==> config.mk <==
export PLATFORM = sky130hd
export DESIGN_NAME = time_syn_calc
export DESIGN_NICKNAME = d
export VERILOG_FILES = /design/src/rtl/time_syn_pkg.sv /design/src/rtl/time_syn_local_clk.sv /design/src/rtl/time_syn_calc.sv
export SDC_FILE = /design/constraint.sdc
export NUM_CORES = 2
export LEC_CHECK = 0
export CAP_MARGIN = 0
export CORE_UTILIZATION = 31
export CTS_CLUSTER_SIZE = 16
export DETAILED_ROUTE_END_ITERATION = 10
export GPL_TIMING_DRIVEN = 0
export MAX_ROUTING_LAYER = met4
export PLACE_DENSITY_LB_ADDON = 0.12
export SETUP_SLACK_MARGIN = 0.05
export SYNTH_ARGS = -nofsm -noshare
export SYNTH_HDL_FRONTEND = slang
export SYNTH_SLANG_ARGS = --single-unit
==> constraint.sdc <==
create_clock -name i_clk -period 8.45 [get_ports i_clk]
set_clock_uncertainty 0.05 [all_clocks]
set_input_delay 1.69 -clock i_clk [delete_from_list [all_inputs] [get_ports i_clk]]
set_output_delay 1.69 -clock i_clk [all_outputs]
set_load 0.05 [all_outputs]
==> src/rtl/time_syn_pkg.sv <==
// Shared types and constants for the time-sync receive/calc/transmit stages.
// Frame preambles are kept here so the rx/tx stages agree on them.
package time_syn_pkg;

    typedef logic [63:0] time_t;

    typedef enum logic [2:0] {
        S_IDLE     = 3'd0,
        S_REQ      = 3'd1,
        S_WAIT_RET = 3'd2,
        S_CALC1    = 3'd3,
        S_CALC2    = 3'd4,
        S_APPLY    = 3'd5
    } state_t;

    localparam int unsigned TS_TICK_NS_DEF  = 8;
    localparam time_t       TS_STD_COMP_DEF = 64'd0;
    localparam logic [31:0] TS_TIMEOUT_DEF  = 32'd100000;

    localparam logic [7:0]  TS_PRE_TS       = 8'h66;
    localparam logic [7:0]  TS_PRE_STD      = 8'h88;
    localparam logic [7:0]  TS_PRE_RET      = 8'h55;

    function automatic time_t tick_to_time(input int unsigned tick_ns);
        return time_t'(tick_ns);
    endfunction

endpackage

==> src/rtl/time_syn_local_clk.sv <==
// Local 64-bit time counter with load/adjust arbitration:
// standard-time load beats offset adjust, which beats the plain increment.
module time_syn_local_clk
    import time_syn_pkg::*;
#(
    parameter int unsigned P_TICK_NS  = TS_TICK_NS_DEF,
    parameter time_t       P_STD_COMP = TS_STD_COMP_DEF
) (
    input  logic  clk_i,
    input  logic  rst_ni,
    input  logic  std_load_i,
    input  time_t std_time_i,
    input  logic  adj_i,
    input  time_t adj_offset_i,
    output time_t local_time_o
);

    localparam time_t TICK = tick_to_time(P_TICK_NS);

    time_t local_q, local_d;

    always_comb begin
        if (std_load_i) begin
            local_d = std_time_i + P_STD_COMP + TICK;
        end else if (adj_i) begin
            local_d = local_q + TICK - adj_offset_i;
        end else begin
            local_d = local_q + TICK;
        end
    end

    always_ff @(posedge clk_i) begin
        if (!rst_ni) begin
            local_q <= '0;
        end else begin
            local_q <= local_d;
        end
    end

    assign local_time_o = local_q;

endmodule

==> src/rtl/time_syn_calc.sv <==
// Two-way (t1..t4) delay/offset exchange controller; corrects the local
// time counter by the measured offset and accepts direct standard-time loads.
module time_syn_calc
    import time_syn_pkg::*;
#(
    parameter int unsigned P_TICK_NS  = TS_TICK_NS_DEF,
    parameter time_t       P_STD_COMP = TS_STD_COMP_DEF,
    parameter logic [31:0] P_TIMEOUT  = TS_TIMEOUT_DEF
) (
    input  logic        i_clk,
    input  logic        i_rst,
    input  logic [63:0] i_recv_time_stamp,
    input  logic        i_recv_ts_valid,
    input  logic [63:0] i_recv_std_time,
    input  logic        i_recv_std_valid,
    input  logic [63:0] i_recv_return_ts,
    input  logic        i_recv_return_valid,
    output logic [63:0] o_local_time,
    output logic        o_delay_req,
    output logic [63:0] o_offset,
    output logic [63:0] o_path_delay,
    output logic        o_sync_done,
    output logic        o_sync_timeout,
    output logic        o_busy
);

    state_t      state_q, state_d;
    time_t       t1_q, t1_d, t2_q, t2_d, t3_q, t3_d, t4_q, t4_d;
    time_t       d1_q, d1_d, d2_q, d2_d;
    time_t       offset_q, offset_d, path_q, path_d;
    logic [31:0] tmo_cnt_q, tmo_cnt_d;
    time_t       local_time;
    logic        timeout_hit;
    logic [64:0] sum_w, diff_w;

    // Sign-extended 65-bit sums; dropping bit 0 is the floor (>>> 1) result.
    assign sum_w  = {d1_q[63], d1_q} + {d2_q[63], d2_q};
    assign diff_w = {d1_q[63], d1_q} - {d2_q[63], d2_q};

    assign timeout_hit = (state_q == S_WAIT_RET) && !i_recv_return_valid
                         && (tmo_cnt_q == P_TIMEOUT - 32'd1);

    always_ff @(posedge i_clk) begin
        if (!i_rst) begin
            state_q <= S_IDLE;
        end else begin
            state_q <= state_d;
        end
    end

    always_comb begin
        state_d = state_q;
        unique case (state_q)
            S_IDLE:     if (i_recv_ts_valid) state_d = S_REQ;
            S_REQ:      state_d = S_WAIT_RET;
            S_WAIT_RET: begin
                if (i_recv_return_valid) state_d = S_CALC1;
                else if (timeout_hit)    state_d = S_IDLE;
            end
            S_CALC1:    state_d = S_CALC2;
            S_CALC2:    state_d = S_APPLY;
            S_APPLY:    state_d = S_IDLE;
            default:    state_d = S_IDLE;
        endcase
    end

    always_comb begin
        o_busy         = (state_q != S_IDLE);
        o_delay_req    = (state_q == S_REQ);
        o_sync_done    = (state_q == S_APPLY);
        o_sync_timeout = timeout_hit;
    end

    always_comb begin
        t1_d      = t1_q;
        t2_d      = t2_q;
        t3_d      = t3_q;
        t4_d      = t4_q;
        d1_d      = d1_q;
        d2_d      = d2_q;
        offset_d  = offset_q;
        path_d    = path_q;
        tmo_cnt_d = tmo_cnt_q;
        unique case (state_q)
            S_IDLE: begin
                if (i_recv_ts_valid) begin
                    t1_d = i_recv_time_stamp;
                    t2_d = local_time;
                end
            end
            S_REQ: begin
                t3_d      = local_time;
                tmo_cnt_d = '0;
            end
            S_WAIT_RET: begin
                if (i_recv_return_valid) t4_d = i_recv_return_ts;
                else                     tmo_cnt_d = tmo_cnt_q + 32'd1;
            end
            S_CALC1: begin
                d1_d = t2_q - t1_q;
                d2_d = t4_q - t3_q;
            end
            S_CALC2: begin
                path_d   = sum_w[64:1];
                offset_d = diff_w[64:1];
            end
            default: ;
        endcase
    end

    always_ff @(posedge i_clk) begin
        if (!i_rst) begin
            t1_q      <= '0;
            t2_q      <= '0;
            t3_q      <= '0;
            t4_q      <= '0;
            d1_q      <= '0;
            d2_q      <= '0;
            offset_q  <= '0;
            path_q    <= '0;
            tmo_cnt_q <= '0;
        end else begin
            t1_q      <= t1_d;
            t2_q      <= t2_d;
            t3_q      <= t3_d;
            t4_q      <= t4_d;
            d1_q      <= d1_d;
            d2_q      <= d2_d;
            offset_q  <= offset_d;
            path_q    <= path_d;
            tmo_cnt_q <= tmo_cnt_d;
        end
    end

    time_syn_local_clk #(
        .P_TICK_NS  (P_TICK_NS),
        .P_STD_COMP (P_STD_COMP)
    ) u_local_clk (
        .clk_i        (i_clk),
        .rst_ni       (i_rst),
        .std_load_i   (i_recv_std_valid),
        .std_time_i   (i_recv_std_time),
        .adj_i        (state_q == S_APPLY),
        .adj_offset_i (offset_q),
        .local_time_o (local_time)
    );

    assign o_local_time = local_time;
    assign o_offset     = offset_q;
    assign o_path_delay = path_q;

endmodule

Word-level counts from Yosys, hierarchy flattened --
Cells that the tools add are included.
Cells by class: add/sub/neg operators 8, equal/unequal tests 9, multiplexer cells 8, reductions and logical operators 10
Operator list (count):
- subtractor 64 bit | 3
- adder 64 x 4 -> 64 bit (second input constant) | 2
- two-way mux 64 bit | 2
- adder 64 x 64 -> 65 bit | 1
- subtractor 64 x 64 -> 65 bit | 1
- one-hot mux 32 bit (2 select lines) | 1
- adder 32 x 1 -> 32 bit (second input constant) | 1
- == test 32 x 17 -> 1 bit (second input constant) | 1
- two-way mux 32 bit | 1
- one-hot mux 3 bit (5 select lines) | 1
- two-way mux 3 bit | 3
- AND reduction 2 bit | 4
- == test 3 x 2 -> 1 bit (second input constant) | 2
- == test 3 bit (second input constant) | 2
- inequality test 2 bit (second input constant) | 2
- == test 3 x 1 -> 1 bit (second input constant) | 1
- zero test 3 bit | 1
- inequality test 3 bit (second input constant) | 1
- nonzero test 3 bit | 1
- logical AND 1 bit | 2
- nonzero test 2 bit | 1
- zero test 1 bit | 1
Word-level totals: register bits 611, input bits 197, output and inout port bits 196

Depth between registers and ports, before layout --
depth in word-level cells 6, depth in mapped cells 23, mapped depth without buffers 22

Cells and area by module --
From an unflattened synthesis, not the netlist that was laid out.
Unflattened totals: cell total of the unflattened synthesis 6064, area total of the unflattened synthesis 44156.1 um2
Modules (own cells, without submodules):
- time_syn_calc | times used 1, cells each 4766, area an instance 34877.2 um2, sequential area each 10950.5 um2
- time_syn_local_clk | times used 1, cells each 1298, area an instance 9278.9 um2, sequential area each 1281.2 um2

Worst setup path after synthesis --
Ideal clock, no wire load.
path kind register to register, start register u_local_clk.local_q[11], in the netlist u_local_clk.local_time_o[11], end register u_local_clk.local_q[60], in the netlist u_local_clk.local_time_o[60], library setup time 0.062 ns, arrival 5.014 ns, data required time 8.338 ns, path slack 3.324 ns, cell stages (with the launch flop) 23, cell sequence dfxtp_1 -> nand3_1 -> nor2_1 -> and3_1 -> and3_1 -> nand2_1 -> or2_2 -> nor2_1 -> nand3_1 -> xnor2_1 -> ha_1 -> and3_1 -> nand3_1 -> nor2_1 -> nand2_1 -> or3_1 -> nor4_1 -> a22oi_1 -> o21ai_1 -> o31a_1 -> nor2_1 -> or4_1 -> nand3_1
Between the ends: longest elaborated chain between the ends 4
RTL lines:
- start: declaration | RTL line time_syn_local_clk.sv:20 | time_t local_q, local_d;
- start signal: assignment | RTL line time_syn_local_clk.sv:36 | local_q <= local_d;
- adder 64 x 4 -> 64 bit * | RTL line time_syn_local_clk.sv:26, time_syn_local_clk.sv:28
- subtractor 64 bit | RTL line time_syn_local_clk.sv:26 | local_d = local_q + TICK - adj_offset_i;
- two-way mux 64 bit * | RTL line time_syn_local_clk.sv:25 | end else if (adj_i) begin
- two-way mux 64 bit * | RTL line time_syn_local_clk.sv:23 | if (std_load_i) begin
Every way passes the cells marked *; elsewhere a longest branch is shown, timed or not. A chain may end at the register's enable or synchronous reset.

Worst setup path in the final report --
start register u_local_clk.local_q[11], in the netlist u_local_clk.local_time_o[11], end register u_local_clk.local_q[62], in the netlist u_local_clk.local_time_o[62]
Same word-level chain as after synthesis.

==> impl_metrics.tcl <==
set metrics [dict create \
    peakVddDrop_v 0.000157 \
    r2r_slack_ns 1.80 \
    cellInternalPower_mw 6.41 \
    path_class "flop to flop" \
    utilization 0.378 \
    htreeDepth 3 \
    setup_viol 0 \
    post-route-drc-count 0 \
    fmax_mhz 150 \
    start_kind "flop" \
    grt_max_degree 14 \
    finalNetCount 6840 \
    clkTransAtPathRegs_ns 0.06 \
    gr-total-overflow 0 \
    pwr-share-seq 0.303 \
    outcome "finished clean" \
    power.share.combinational 0.359 \
    max_slew_margin 0.0733 \
    r2r_cells 22 \
    clock_latency_ns 0.68 \
    drt_iter0_markers 3697 \
    r2r-start "u_local_clk.local_time_o[11]" \
    power.density_nw_per_um2 203 \
    swShare 0.384 \
    yosysSeqAreaShare 0.289 \
    clkPwrFrac 0.337 \
    arrival_ns 7.16 \
    async_reset_ff_frac 0 \
    cp_max_fo 8 \
    grt_pass1_vias 41000 \
    p_leak_nw 20.1 \
    fin_crit_sh 0.787 \
    postRouteAntennaNets 0 \
    holdCritStartpoint "o_path_delay[58]" \
    cp.required_ns 8.96 \
    clk_path_buf_depth 3 \
    gp_congestion 0.978 \
    routed_wl_mm 198 \
    fp.dieW_microns 372 \
    post_synth_num_cell_types 101 \
    antenna_found_initial 14 \
    syn_nets 6368 \
    syn_inst 5848 \
    core_sq_um 135000 \
    synth_area_sq_um 42400 \
    tightest_slew_ns 1.39 \
    worstReg2RegEnd "u_local_clk.local_time_o[62]" \
    crit_path_end_kind "flop" \
    drive_gt1_frac 0.0336 \
    vias 43200 \
    dieArea_sq_um 138000 \
    numCtsBuffers 78 \
    fin_crit_ns 6.65 \
    port_buffers 391 \
    via_per_inst 5.29 \
    grt_usage 0.286 \
    synth_enable_flop_cells 0 \
    synth_area_per_cell_sq_um 7.25 \
    hold_depth 2 \
    synthFlopType "dfxtp_1" \
    tns_ns 0 \
    synth_warnings 0 \
    ctsResizeCount 0 \
    hold_buffers 0 \
    report.final.slew_viol_count 0 \
    p_sw_mw 4.00 \
    cts_root_buf "clkbuf_16" \
    hold_end "o_path_delay[58]" \
    wl_per_cell_microns 24.2 \
    synth_seq_cells 611 \
    area_growth_pct 20.8 \
    io_pins 393 \
    rsz0062_at_grt "false" \
    die_h_microns 372 \
    first_pass_iters 6 \
    start_util 0.313 \
    grt_pass1_wl_mm 279 \
    hold_violations 0 \
    cts_tree "done" \
    post_cts_buffers 0 \
    maxCapViolations 0 \
    placementRows 135 \
    cts.sinks 611 \
    place_hpwl_mm 164 \
    hold_class "flop to flop" \
]
metal layers:
metal / track usage / vias up / part of all wire
met5: - / - / 0
met3: 0.0300 / 261 / 0.059
met4: 0.107 / 0 / 0.037
li1: - / 21200 / -
met2: 0.413 / 1364 / 0.42
met1: 0.405 / 20300 / 0.49
worst max-delay path by stage:
stage / startpoint / to / slack, ns
after global placement: u_local_clk.local_time_o[11] / u_local_clk.local_time_o[46] / 1.86
final: u_local_clk.local_time_o[11] / u_local_clk.local_time_o[62] / 1.80
after detailed placement: u_local_clk.local_time_o[11] / u_local_clk.local_time_o[62] / 1.94
after floorplan: u_local_clk.local_time_o[11] / u_local_clk.local_time_o[60] / 3.32
after global routing: u_local_clk.local_time_o[3] / u_local_clk.local_time_o[46] / 1.55
after CTS: u_local_clk.local_time_o[11] / u_local_clk.local_time_o[62] / 1.90
worst max-delay path: stages (launching register included):
cell and delay [ns]:
dfxtp_1 0.61, nand3_1 0.18, nor2_1 0.19, and3_1 0.21
and3_1 0.23, nand2_1 0.16, or2_2 0.37, nor2_1 0.52
nand4_1 0.19, xnor2_1 0.39, ha_1 0.18, clkbuf_1 0.30
nand4_1 0.26, nor4_1 0.58, nor3_1 0.08, o21ai_0 0.25
a21o_1 0.14, a31oi_1 0.10, nor3_1 0.71, nand4_1 0.21
a31oi_1 0.22, o21ai_1 0.10, a221oi_1 0.30
cells in the mapped netlist (7+ instances only):
cell | n | area [sq um]
nand2b_1 | 37 | 231
nor4_1 | 29 | 181
or4_1 | 10 | 75.1
a21o_1 | 158 | 1190
nand4_1 | 114 | 713
buf_1 | 17 | 63.8
a211oi_1 | 105 | 788
or2_2 | 7 | 43.8
xnor2_1 | 272 | 2380
o31ai_1 | 35 | 263
and3_1 | 62 | 388
a31oi_1 | 48 | 300
o21ai_0 | 213 | 1070
o211ai_1 | 16 | 120
and2_1 | 15 | 93.8
buf_2 | 18 | 90.1
xor2_1 | 143 | 1250
a221oi_1 | 21 | 184
o21a_1 | 24 | 180
and4_1 | 20 | 175
inv_2 | 13 | 48.8
or3_1 | 29 | 181
nor2b_1 | 34 | 213
a311oi_1 | 11 | 96.3
clkbuf_1 | 284 | 1070
nand3_1 | 113 | 566
clkinv_1 | 8 | 30.0
nor3_1 | 71 | 355
ha_1 | 318 | 3980
o21ai_1 | 63 | 315
nor3b_1 | 7 | 52.6
a211o_1 | 10 | 87.6
inv_1 | 366 | 1370
dfxtp_1 | 611 | 12200
a21oi_1 | 785 | 3930
o21bai_1 | 77 | 578
o22ai_1 | 9 | 56.3
nor2_1 | 410 | 1540
o31a_1 | 11 | 96.3
a41oi_1 | 8 | 70.1
nand2_1 | 1079 | 4050
o221ai_1 | 21 | 184
a21boi_0 | 10 | 75.1
through the flow:
| step | total power, mW | hold slack (ns) | cell area, sq um | worst slack (ns) | std cells |
|---|---|---|---|---|---|
| 2_1_floorplan | 5.53 | 0.386 | 42400 | 3.32 | 5848 |
| 3_3_place_gp | 6.88 | 0.388 | 48500 | 1.86 | 8020 |
| 3_5_place_dp | 6.86 | 0.396 | 48500 | 1.94 | 8021 |
| 5_1_grt | 10.8 | 0.413 | 51200 | 1.55 | 8155 |
| 6_report | 10.4 | 0.396 | 51200 | 1.80 | 8160 |
| 4_1_cts | 10.4 | 0.404 | 51200 | 1.90 | 8154 |
layout make-up:
class	instances	area (sq um)
Fill cell	14600	84300
Multi-Input combinational cell	4528	27500
Sequential cell	611	12200
Timing Repair Buffer	392	3930
Clock buffer	107	2250
Tap cell	1781	2230
Inverter	387	1450
Buffer	322	1260
Clock inverter	26	358
Antenna cell	6	15.0
logic make-up (layout without fill, tap and decap cells):
logic type,after synthesis,count (layout),synth area share
simple gates,2064,2064,0.215
flops,611,611,0.289
buf+inv,709,1234,0.0637
fa+ha+maj,323,323,0.0963
mux,3,3,0.000738
xor+xnor,415,415,0.0858
compound gates,1723,1723,0.250
other cells,0,6,0
power groups by stage:
stage               registers (mW)  logic [mW]  clock network, mW
floorplan                     3.25        2.28                  0
global placement              3.21        3.67                  0
detailed placement            3.21        3.65                  0
CTS                           3.15        3.67               3.58
global route                  3.16        4.00               3.68
finish                        3.16        3.74               3.51
flip-flops by register name, indices dropped and copies added, names as in the netlist:
register and flops:
tmo_cnt_q 32, d1_q 64, t4_q 64, o_offset 64
o_path_delay 64, state_q 3, u_local_clk.local_time_o 64, t3_q 64
t1_q 64, d2_q 64, t2_q 64
cells in the final DEF (no fill, tap or decap), drive strengths merged, types with 37 or more instances in the layout:
master,netlist,layout
a211oi,106,106
a21o,158,158
a21oi,787,787
a31oi,51,51
and3,62,62
buf,38,39
clkbuf,284,391
clkdlybuf4s50,0,391
dfxtp,611,611
ha,318,318
inv,379,381
nand2,1079,1079
nand2b,38,38
nand3,113,113
nand4,114,114
nor2,410,410
nor3,71,71
o21ai,279,279
o21bai,77,77
o31ai,37,37
xnor2,272,272
xor2,143,143
Power figures use the tool's default switching activity.
